$ cat config.mk
export PLATFORM = sky130hd
export DESIGN_NAME = llc_req_in_arb
export DESIGN_NICKNAME = d
export VERILOG_FILES = /design/src/rtl/spandex_types_pkg.sv /design/src/rtl/llc_req_in_arb_fifo.sv /design/src/rtl/llc_req_in_arb.sv
export SDC_FILE = /design/constraint.sdc
export NUM_CORES = 1
export LEC_CHECK = 0
export CAP_MARGIN = 20
export CORE_AREA = 4 4 332 334
export CTS_CLUSTER_DIAMETER = 50
export DETAILED_ROUTE_END_ITERATION = 8
export DIE_AREA = 0 0 336 338
export HOLD_SLACK_MARGIN = 0.03
export PLACE_DENSITY = 0.85
export RECOVER_POWER = 25
export SLEW_MARGIN = 20
export SYNTH_ARGS = -nofsm -noshare
export SYNTH_HDL_FRONTEND = slang
export SYNTH_SLANG_ARGS = --single-unit
$ cat constraint.sdc
create_clock -name clk -period 6.2 [get_ports clk]
set_input_delay 1.55 -clock clk [delete_from_list [all_inputs] [get_ports clk]]
set_output_delay 1.55 -clock clk [all_outputs]
set_load 0.02 [all_outputs]
$ cat src/rtl/spandex_types_pkg.sv
// Shared Spandex LLC request types and arbiter constants used by the
// request-ingress stage and its per-port FIFOs.
package spandex_types;

    localparam int MIX_MSG_W     = 5;
    localparam int HPROT_W       = 2;
    localparam int LINE_ADDR_W   = 28;
    localparam int LINE_W        = 128;
    localparam int CACHE_ID_W    = 5;
    localparam int WORD_OFFSET_W = 2;
    localparam int WORDS_PER_LINE = 4;

    typedef logic [MIX_MSG_W-1:0]      mix_msg_t;
    typedef logic [HPROT_W-1:0]        hprot_t;
    typedef logic [LINE_ADDR_W-1:0]    line_addr_t;
    typedef logic [LINE_W-1:0]         line_t;
    typedef logic [CACHE_ID_W-1:0]     cache_id_t;
    typedef logic [WORD_OFFSET_W-1:0]  word_offset_t;
    typedef logic [WORDS_PER_LINE-1:0] word_mask_t;

    typedef struct packed {
        mix_msg_t     coh_msg;
        hprot_t       hprot;
        line_addr_t   addr;
        line_t        line;
        cache_id_t    req_id;
        word_offset_t word_offset;
        word_offset_t valid_words;
        word_mask_t   word_mask;
    } llc_req_pkt_t;

    localparam int LLC_ARB_RR    = 0;
    localparam int LLC_ARB_FIXED = 1;

    typedef enum logic {
        ARB_IDLE   = 1'b0,
        ARB_LOCKED = 1'b1
    } arb_state_t;

endpackage

$ cat src/rtl/llc_req_in_arb_fifo.sv
// Per-port request FIFO: register array, wrapping read/write pointers and
// an entry count that also drives the full/empty flags.
module llc_req_fifo #(
    parameter int  DEPTH = 4,
    parameter type T     = logic [7:0]
) (
    input  logic                   clk,
    input  logic                   rst,
    input  logic                   push,
    input  T                       push_data,
    input  logic                   pop,
    output T                       head,
    output logic [$clog2(DEPTH):0] count,
    output logic                   full,
    output logic                   empty
);

    localparam int AW = $clog2(DEPTH);

    T               mem_q [DEPTH];
    logic [AW-1:0]  wr_ptr_q, wr_ptr_d;
    logic [AW-1:0]  rd_ptr_q, rd_ptr_d;
    logic [AW:0]    count_q, count_d;
    logic           do_push, do_pop;

    assign full    = (count_q == (AW+1)'(DEPTH));
    assign empty   = (count_q == '0);
    assign do_push = push && !full;
    assign do_pop  = pop && !empty;
    assign head    = mem_q[rd_ptr_q];
    assign count   = count_q;

    // Power-of-two depth lets the pointers wrap by plain overflow.
    always_comb begin
        wr_ptr_d = wr_ptr_q;
        rd_ptr_d = rd_ptr_q;
        count_d  = count_q;
        if (do_push) wr_ptr_d = wr_ptr_q + AW'(1);
        if (do_pop)  rd_ptr_d = rd_ptr_q + AW'(1);
        if (do_push && !do_pop)      count_d = count_q + (AW+1)'(1);
        else if (do_pop && !do_push) count_d = count_q - (AW+1)'(1);
    end

    always_ff @(posedge clk) begin
        if (!rst) begin
            wr_ptr_q <= '0;
            rd_ptr_q <= '0;
            count_q  <= '0;
        end else begin
            wr_ptr_q <= wr_ptr_d;
            rd_ptr_q <= rd_ptr_d;
            count_q  <= count_d;
        end
    end

    always_ff @(posedge clk) begin
        if (do_push) mem_q[wr_ptr_q] <= push_data;
    end

endmodule

$ cat src/rtl/llc_req_in_arb.sv
// N-port ingress stage for the LLC request channel: per-port FIFOs merged by a
// round-robin or fixed-priority arbiter with a grant lock and a stall counter.
//
// state      | meaning
// ARB_IDLE   | grant follows the combinational pick over non-empty FIFOs
// ARB_LOCKED | output stalled; grant frozen until the handshake completes
module llc_req_in_arb
    import spandex_types::*;
#(
    parameter int  NUM_PORTS  = 2,
    parameter int  FIFO_DEPTH = 4,
    parameter int  ARB_MODE   = LLC_ARB_RR,
    localparam int PW         = (NUM_PORTS > 1) ? $clog2(NUM_PORTS) : 1,
    localparam int CW         = $clog2(FIFO_DEPTH) + 1
) (
    input  logic                           clk,
    input  logic                           rst,
    input  logic         [NUM_PORTS-1:0]   in_valid,
    output logic         [NUM_PORTS-1:0]   in_ready,
    input  llc_req_pkt_t [NUM_PORTS-1:0]   in_data,
    output logic                           out_valid,
    input  logic                           out_ready,
    output llc_req_pkt_t                   out_data,
    output logic         [PW-1:0]          out_port,
    output logic [NUM_PORTS-1:0][CW-1:0]   occupancy,
    output logic         [15:0]            stall_cnt
);

    llc_req_pkt_t         head [NUM_PORTS];
    logic [NUM_PORTS-1:0] full, empty, pop;

    arb_state_t  state_q, state_d;
    logic [PW-1:0] grant_q, grant_d;
    logic [PW-1:0] rr_ptr_q, rr_ptr_d;
    logic [15:0]   stall_cnt_q, stall_cnt_d;
    logic [PW-1:0] pick, sel, base;
    logic          handshake;

    for (genvar i = 0; i < NUM_PORTS; i++) begin : g_port
        llc_req_fifo #(
            .DEPTH (FIFO_DEPTH),
            .T     (llc_req_pkt_t)
        ) u_fifo (
            .clk       (clk),
            .rst       (rst),
            .push      (in_valid[i] & in_ready[i]),
            .push_data (in_data[i]),
            .pop       (pop[i]),
            .head      (head[i]),
            .count     (occupancy[i]),
            .full      (full[i]),
            .empty     (empty[i])
        );
        // Ready depends only on the registered count, never on out_ready.
        assign in_ready[i] = rst & ~full[i];
        assign pop[i]      = handshake & (sel == PW'(i));
    end

    // First requester at or after base, wrapping; base 0 gives fixed priority.
    function automatic logic [PW-1:0] arb_pick(input logic [NUM_PORTS-1:0] req,
                                               input logic [PW-1:0] start);
        int            idx;
        logic [PW-1:0] win;
        win = '0;
        for (int k = NUM_PORTS - 1; k >= 0; k--) begin
            idx = int'(start) + k;
            if (idx >= NUM_PORTS) idx = idx - NUM_PORTS;
            if (|(req & (NUM_PORTS'(1) << idx))) win = PW'(idx);
        end
        return win;
    endfunction

    assign base      = (ARB_MODE == LLC_ARB_FIXED) ? '0 : rr_ptr_q;
    assign pick      = arb_pick(~empty, base);
    assign sel       = (state_q == ARB_LOCKED) ? grant_q : pick;
    assign out_valid = (state_q == ARB_LOCKED) | (|(~empty));
    assign handshake = out_valid & out_ready;
    assign out_data  = head[sel];
    assign out_port  = sel;
    assign stall_cnt = stall_cnt_q;

    always_comb begin
        state_d     = state_q;
        grant_d     = grant_q;
        rr_ptr_d    = rr_ptr_q;
        stall_cnt_d = stall_cnt_q;
        case (state_q)
            ARB_IDLE: begin
                if (out_valid && !out_ready) begin
                    state_d = ARB_LOCKED;
                    grant_d = sel;
                end
            end
            ARB_LOCKED: begin
                if (out_ready) state_d = ARB_IDLE;
            end
            default: state_d = ARB_IDLE;
        endcase
        if (handshake && ARB_MODE == LLC_ARB_RR) begin
            rr_ptr_d = (sel == PW'(NUM_PORTS - 1)) ? '0 : sel + PW'(1);
        end
        if (out_valid && !out_ready && stall_cnt_q != 16'hFFFF) begin
            stall_cnt_d = stall_cnt_q + 16'd1;
        end
    end

    always_ff @(posedge clk) begin
        if (!rst) begin
            state_q     <= ARB_IDLE;
            grant_q     <= '0;
            rr_ptr_q    <= '0;
            stall_cnt_q <= '0;
        end else begin
            state_q     <= state_d;
            grant_q     <= grant_d;
            rr_ptr_q    <= rr_ptr_d;
            stall_cnt_q <= stall_cnt_d;
        end
    end

endmodule

Word-level counts from Yosys, hierarchy flattened

Memories as Yosys holds them, arrays and structs flattened. A register that Yosys moved wholly into a read port is not among the register bits.
Index checks and enable logic that the tools add are counted.

Memories kept: 2
Input bits: 357
Memory bits (writable): 1408
Register bits: 33

Memory list:

| name                   | words | width | rd ports | clocked after memory_dff | write ports | RTL line                  | text |
|---|---|---|---|---|---|---|---|
| g_port[0].u_fifo.mem_q | 4     | 176   | 1        | 1                        | 1           | llc_req_in_arb_fifo.sv:20 | `T mem_q [DEPTH];` |
| g_port[1].u_fifo.mem_q | 4     | 176   | 1        | 1                        | 1           | llc_req_in_arb_fifo.sv:20 |  |

Shift operators: 2
Bitwise gates (word level): 16
$add $sub $neg: 13
Equality and inequality tests: 3
Order comparisons: 3
Mux-type cells: 24
Reductions and logical operators: 27

Operators with widths:

| cell                                                                | count |
|---|---|
| 176-bit two-way mux                                                 | 3 |
| 32-bit two-way mux                                                  | 2 |
| 1-bit by 32-bit << shifter with 2-bit output (first input constant) | 2 |
| 16-bit by 1-bit adder with 16-bit output (second input constant)    | 1 |
| 16-bit inequality test (second input constant)                      | 1 |
| 3-bit two-way mux                                                   | 4 |
| 1-bit logical AND                                                   | 10 |
| 1-bit two-way mux                                                   | 10 |
| 1-bit zero test                                                     | 9 |
| 2-bit by 1-bit adder with 2-bit output (second input constant)      | 4 |
| 2-bit two-way mux                                                   | 4 |
| 1-bit AND                                                           | 7 |
| 3-bit by 1-bit adder with 3-bit output (second input constant)      | 2 |
| 3-bit equality test (second input constant)                         | 2 |
| 3-bit zero test                                                     | 2 |
| 2-bit OR reduction                                                  | 3 |
| 3-bit by 1-bit subtractor with 3-bit output (second input constant) | 2 |
| 2-bit AND                                                           | 2 |
| 2-bit greater-or-equal comparator (second input constant)           | 2 |
| 1-bit inverter                                                      | 4 |
| 2-bit nonzero test                                                  | 2 |
| 1-bit by 2-bit subtractor with 3-bit output (second input constant) | 1 |
| 2-bit by 2-bit subtractor with 3-bit output (second input constant) | 1 |
| 1-bit by 1-bit adder with 2-bit output (second input constant)      | 1 |
| other kinds (7)                                                     | 7 |

Longest topological paths before layout

Depth in word-level cells: 15
Gate-level depth with buffers: 11
Mapped depth without buffers: 10

Hierarchy

From an unflattened synthesis, not the netlist that was laid out.

Cell total of the unflattened synthesis: 2617
Area, all modules: 54940.2 sq um

Modules (own cells, without submodules):

| module         | area an instance (sq um) | sequential area each (sq um) | instances | cells each |
|---|---|---|---|---|
| llc_req_fifo   | 25877.3                  | 21320.4                      | 2         | 968 |
| llc_req_in_arb | 3185.6                   | 380.4                        | 1         | 681 |

Least setup slack after synthesis

OpenSTA, ideal clock, no wires.

Path type: input port to flip-flop
Start: in rst
End: mem g_port[0].u_fifo.mem_q[1][0] (netlist bit), enable pin
Required time: 5.641 ns
Arrival time: 6.407 ns
Stages: 3
Buffers on the path: 0
Slack: -0.766 ns
Path through: clkinv_1 -> a21oi_1 -> and3_1

Longest elaborated chain between the ends: 5

RTL lines:

| element                                 | RTL line                  | text |
|---|---|---|
| from (decl)                             | llc_req_in_arb.sv:17      | `input logic rst,` |
| 1-bit AND                               | llc_req_in_arb.sv:55      | `assign in_ready[i] = rst & ~full[i];` |
| via in_ready[0]                         | llc_req_in_arb.sv:19      | `output logic [NUM_PORTS-1:0] in_ready,` |
| 1-bit AND                               | llc_req_in_arb.sv:46      | `.push (in_valid[i] & in_ready[i]),` |
| 1-bit logical AND                       | llc_req_in_arb_fifo.sv:28 | `assign do_push = push && !full;` |
| 1-bit two-way mux                       | llc_req_in_arb_fifo.sv:57 | `if (do_push) mem_q[wr_ptr_q] <= push_data;` |
| 1-bit two-way mux (implied by the code) | llc_req_in_arb_fifo.sv:57 |  |
| to (decl)                               | llc_req_in_arb_fifo.sv:20 |  |

The timed path passes the listed nets, and every way through them passes these cells.

Worst setup path after layout

Start: in rst
End: out in_ready[0]

Longest elaborated chain between the ends: 1

RTL lines:

| element   | RTL line |
|---|---|
| 1-bit AND | llc_req_in_arb.sv:55 |
| to (decl) | llc_req_in_arb.sv:19 |

Every way passes these cells.

==> out/qor.yml <==
final_common_cell: "edfxtp_1"
internal_power_w: 0.0201
cts_sinks: 1445
dp_hpwl_um: 78500
ys_seq_area_share_pct: 78.9
p_per_area_nw_per_um2: 418
comb_power_share_pct: 28.6
dp.cells: 4179
drc_errors: 0
layout_common_cells: "1408 x edfxtp_1, 352 x mux4_2, 350 x clkdlybuf4s50_1, 208 x dlygate4sd3_1, 177 x mux2_2"
drt_iter0_markers: 2437
cts_tree: "yes"
tightestPinTransition_ns: 0.984
syn_nets: 2615
ctsResizeCount: 0
p_seq_share_pct: 41.2
hold_violations: 0
routed_wl_um: 132000
drtPass1Iterations: 5
via_per_inst: 5.94
grt_pass1_vias: 28600
vias: 26700
critPathLaunch: "rst"
gp_congestion: 0.777
clk_path_buf_depth: 3
power.share.switching_pct: 28.4
r2r_slack_ns: 3.21
synth_seq_cells: 1445
final_util_pct: 62.9
wl_per_cell_um: 29.4
p_clk_share_pct: 30.2
rows: 120
synth_top_area_cell: "edfxtp_1"
maxCapViolations: 0
drive_gt1_share_pct: 27.2
irDropWorstVdd_uv: 390
netlist_instances: 2245
die_x_um: 336
grt_max_degree: 91
slew_headroom_pct: 34.4
seq_area_um2: 43000
multi_input_area_um2: 11000
ys_types: 42
path_class: "in -> out"
postCtsHoldBufs: 0
switchingPower_w: 0.00798
start_kind: "primary input"
reg2regPathDepth: 11
clock-root-buffer: "clkbuf_16"
synth_warnings: 0
min_path_cells: 2
critPathCaptureType: "primary output"
cts-buffers-inserted: 146
instances_no_fill: 4498
setup_slack_ns: 0.830
hp-start: "g_port[1].u_fifo.rd_ptr_q[1]$_SDFFE_PN0P_"
final.fill_count: 6733
post-cts-setup-buffers: 0
status: "completed"
fp.dieH_um: 338
p_leak_nw: 20.9
r2r_start: "g_port[0].u_fifo.count[0]$_SDFFE_PN0P_"
synth.cell_area_um2: 54500
io_pins: 559
antenna_found_initial: 81
synth_edf_count: 1408
finalMaxSlewViolations: 0
io_buffers: 558
dieArea_um2: 114000
hold_class: "reg -> reg"
core_area_um2: 107000
finalCriticalPeriod_ns: 5.37
syn_area_per_cell_um2: 24.3
synth.area.top_cells: "edfxtp_1 78%, mux4_2 15%, mux2_2 3.7%"
fin_skew_ns: 0.0339
fmax_mhz: 186
place_ws_ns: 0.834
crit_required_ns: 4.65
grt_util_all_layers_pct: 23.3
start_util_pct: 51.0
num-nets-final: 3295
synth_flop_cell: "edfxtp_1"
async_flop_share_pct: 0
rsz0062_at_grt: "false"
cts_max_level: 4
setup_tns_ns: 0
fin_crit_sh_pct: 86.6
clk_pin_slew_worst_paths_ns: 0.06
setup-violations-final: 0
syn_to_final_growth_pct: 23.3
grt_pass1_wl_um: 193000
grt_overflow_total: 0
cp.arrival_ns: 3.82
postRouteAntennaNets: 0
total_power_w: 0.0281
clk_latency_ns: 0.76
crit_fanout: 16
synth_top_area_share_pct: 77.5
rr_endpoint: "g_port[1].u_fifo.count[2]$_SDFFE_PN0P_"
[per-layer routing]
layer	vias to the layer above	track usage, %	routed length (um)
li1	11000	-	-
met4	50	8.12	4030
met1	14100	28.4	46700
met3	303	6.94	12000
met5	-	0	317
met2	1283	40.0	68900
[worst max-delay path by stage]
stage	to	depth (start not counted)	slack [ns]
global route	in_ready[0]	4	0.71
global placement	in_ready[0]	4	0.91
finish	in_ready[0]	4	0.83
detailed placement	in_ready[0]	4	0.83
floorplan	g_port[0].u_fifo.mem_q[0][0]$_DFFE_PP_	3	1.26
CTS	out_data[6]	4	0.78
[synth_stat cells, drive strengths merged, types with 5 or more instances]
| master | number |
|---|---|
| mux2i | 7 |
| o31ai | 9 |
| dfxtp | 37 |
| nor3 | 8 |
| a21oi | 15 |
| clkbuf | 55 |
| or3 | 8 |
| nand4 | 5 |
| nand3 | 8 |
| edfxtp | 1408 |
| and3 | 8 |
| nand2b | 5 |
| mux2 | 177 |
| nand2 | 15 |
| nor2 | 15 |
| o21ai | 7 |
| ha | 11 |
| buf | 52 |
| inv | 10 |
| xor2 | 5 |
| or4 | 5 |
| mux4 | 352 |
[critical path, cell delays in order]
cell and delay, ns:
clkdlybuf4s50_1 0.79, clkinv_1 0.29, a21oi_1 0.48, clkdlybuf4s50_1 0.71
[stage by stage]
step,instance area (um2),hold WS [ns]
floorplan,54500,0.458
global placement,62500,0.461
detailed placement,62500,0.474
CTS,67100,0.493
global route,67200,0.536
finish,67300,0.496
[power by group through the flow]
| stage | logic [W] | clock network [W] | registers [W] |
|---|---|---|---|
| 6_report | 0.00803 | 0.00850 | 0.0116 |
| 3_5_place_dp | 0.00800 | 0 | 0.0118 |
| 5_1_grt | 0.00839 | 0.00908 | 0.0116 |
| 2_1_floorplan | 0.00470 | 0 | 0.0117 |
| 3_3_place_gp | 0.00787 | 0 | 0.0117 |
| 4_1_cts | 0.00812 | 0.00863 | 0.0116 |
[cells by family after synthesis]
| family | Yosys count | share of synthesized area (%) |
|---|---|---|
| AO/OA/AOI/OAI | 38 | 0.493 |
| AND/OR/NAND/NOR | 87 | 0.872 |
| buffers and inverters | 118 | 0.966 |
| flip-flops | 1445 | 78.9 |
| XOR/XNOR | 8 | 0.128 |
| multiplexers | 536 | 18.3 |
| adder cells (fa/ha/maj) | 13 | 0.326 |
[state kept, by name, summed over array words and instances, names as in the netlist, named ones only]
name and flops:
base 1, stall_cnt 16, state_q 1, grant_q 1
g_port.u_fifo.mem_q 1408, g_port.u_fifo.count 6, g_port.u_fifo.wr_ptr_q 4, g_port.u_fifo.rd_ptr_q 4
[cell type report]
| cell class | count | area share (%) |
|---|---|---|
| well taps | 1403 | 2.61 |
| clock inverters | 80 | 1.13 |
| clock buffers | 182 | 5.76 |
| inverters | 11 | 0.0614 |
| multi-input cells | 682 | 16.4 |
| flip-flops and latches | 1445 | 64.0 |
| diodes | 56 | 0.208 |
| repair buffers | 639 | 9.86 |
(Power assumes the default switching activity.)
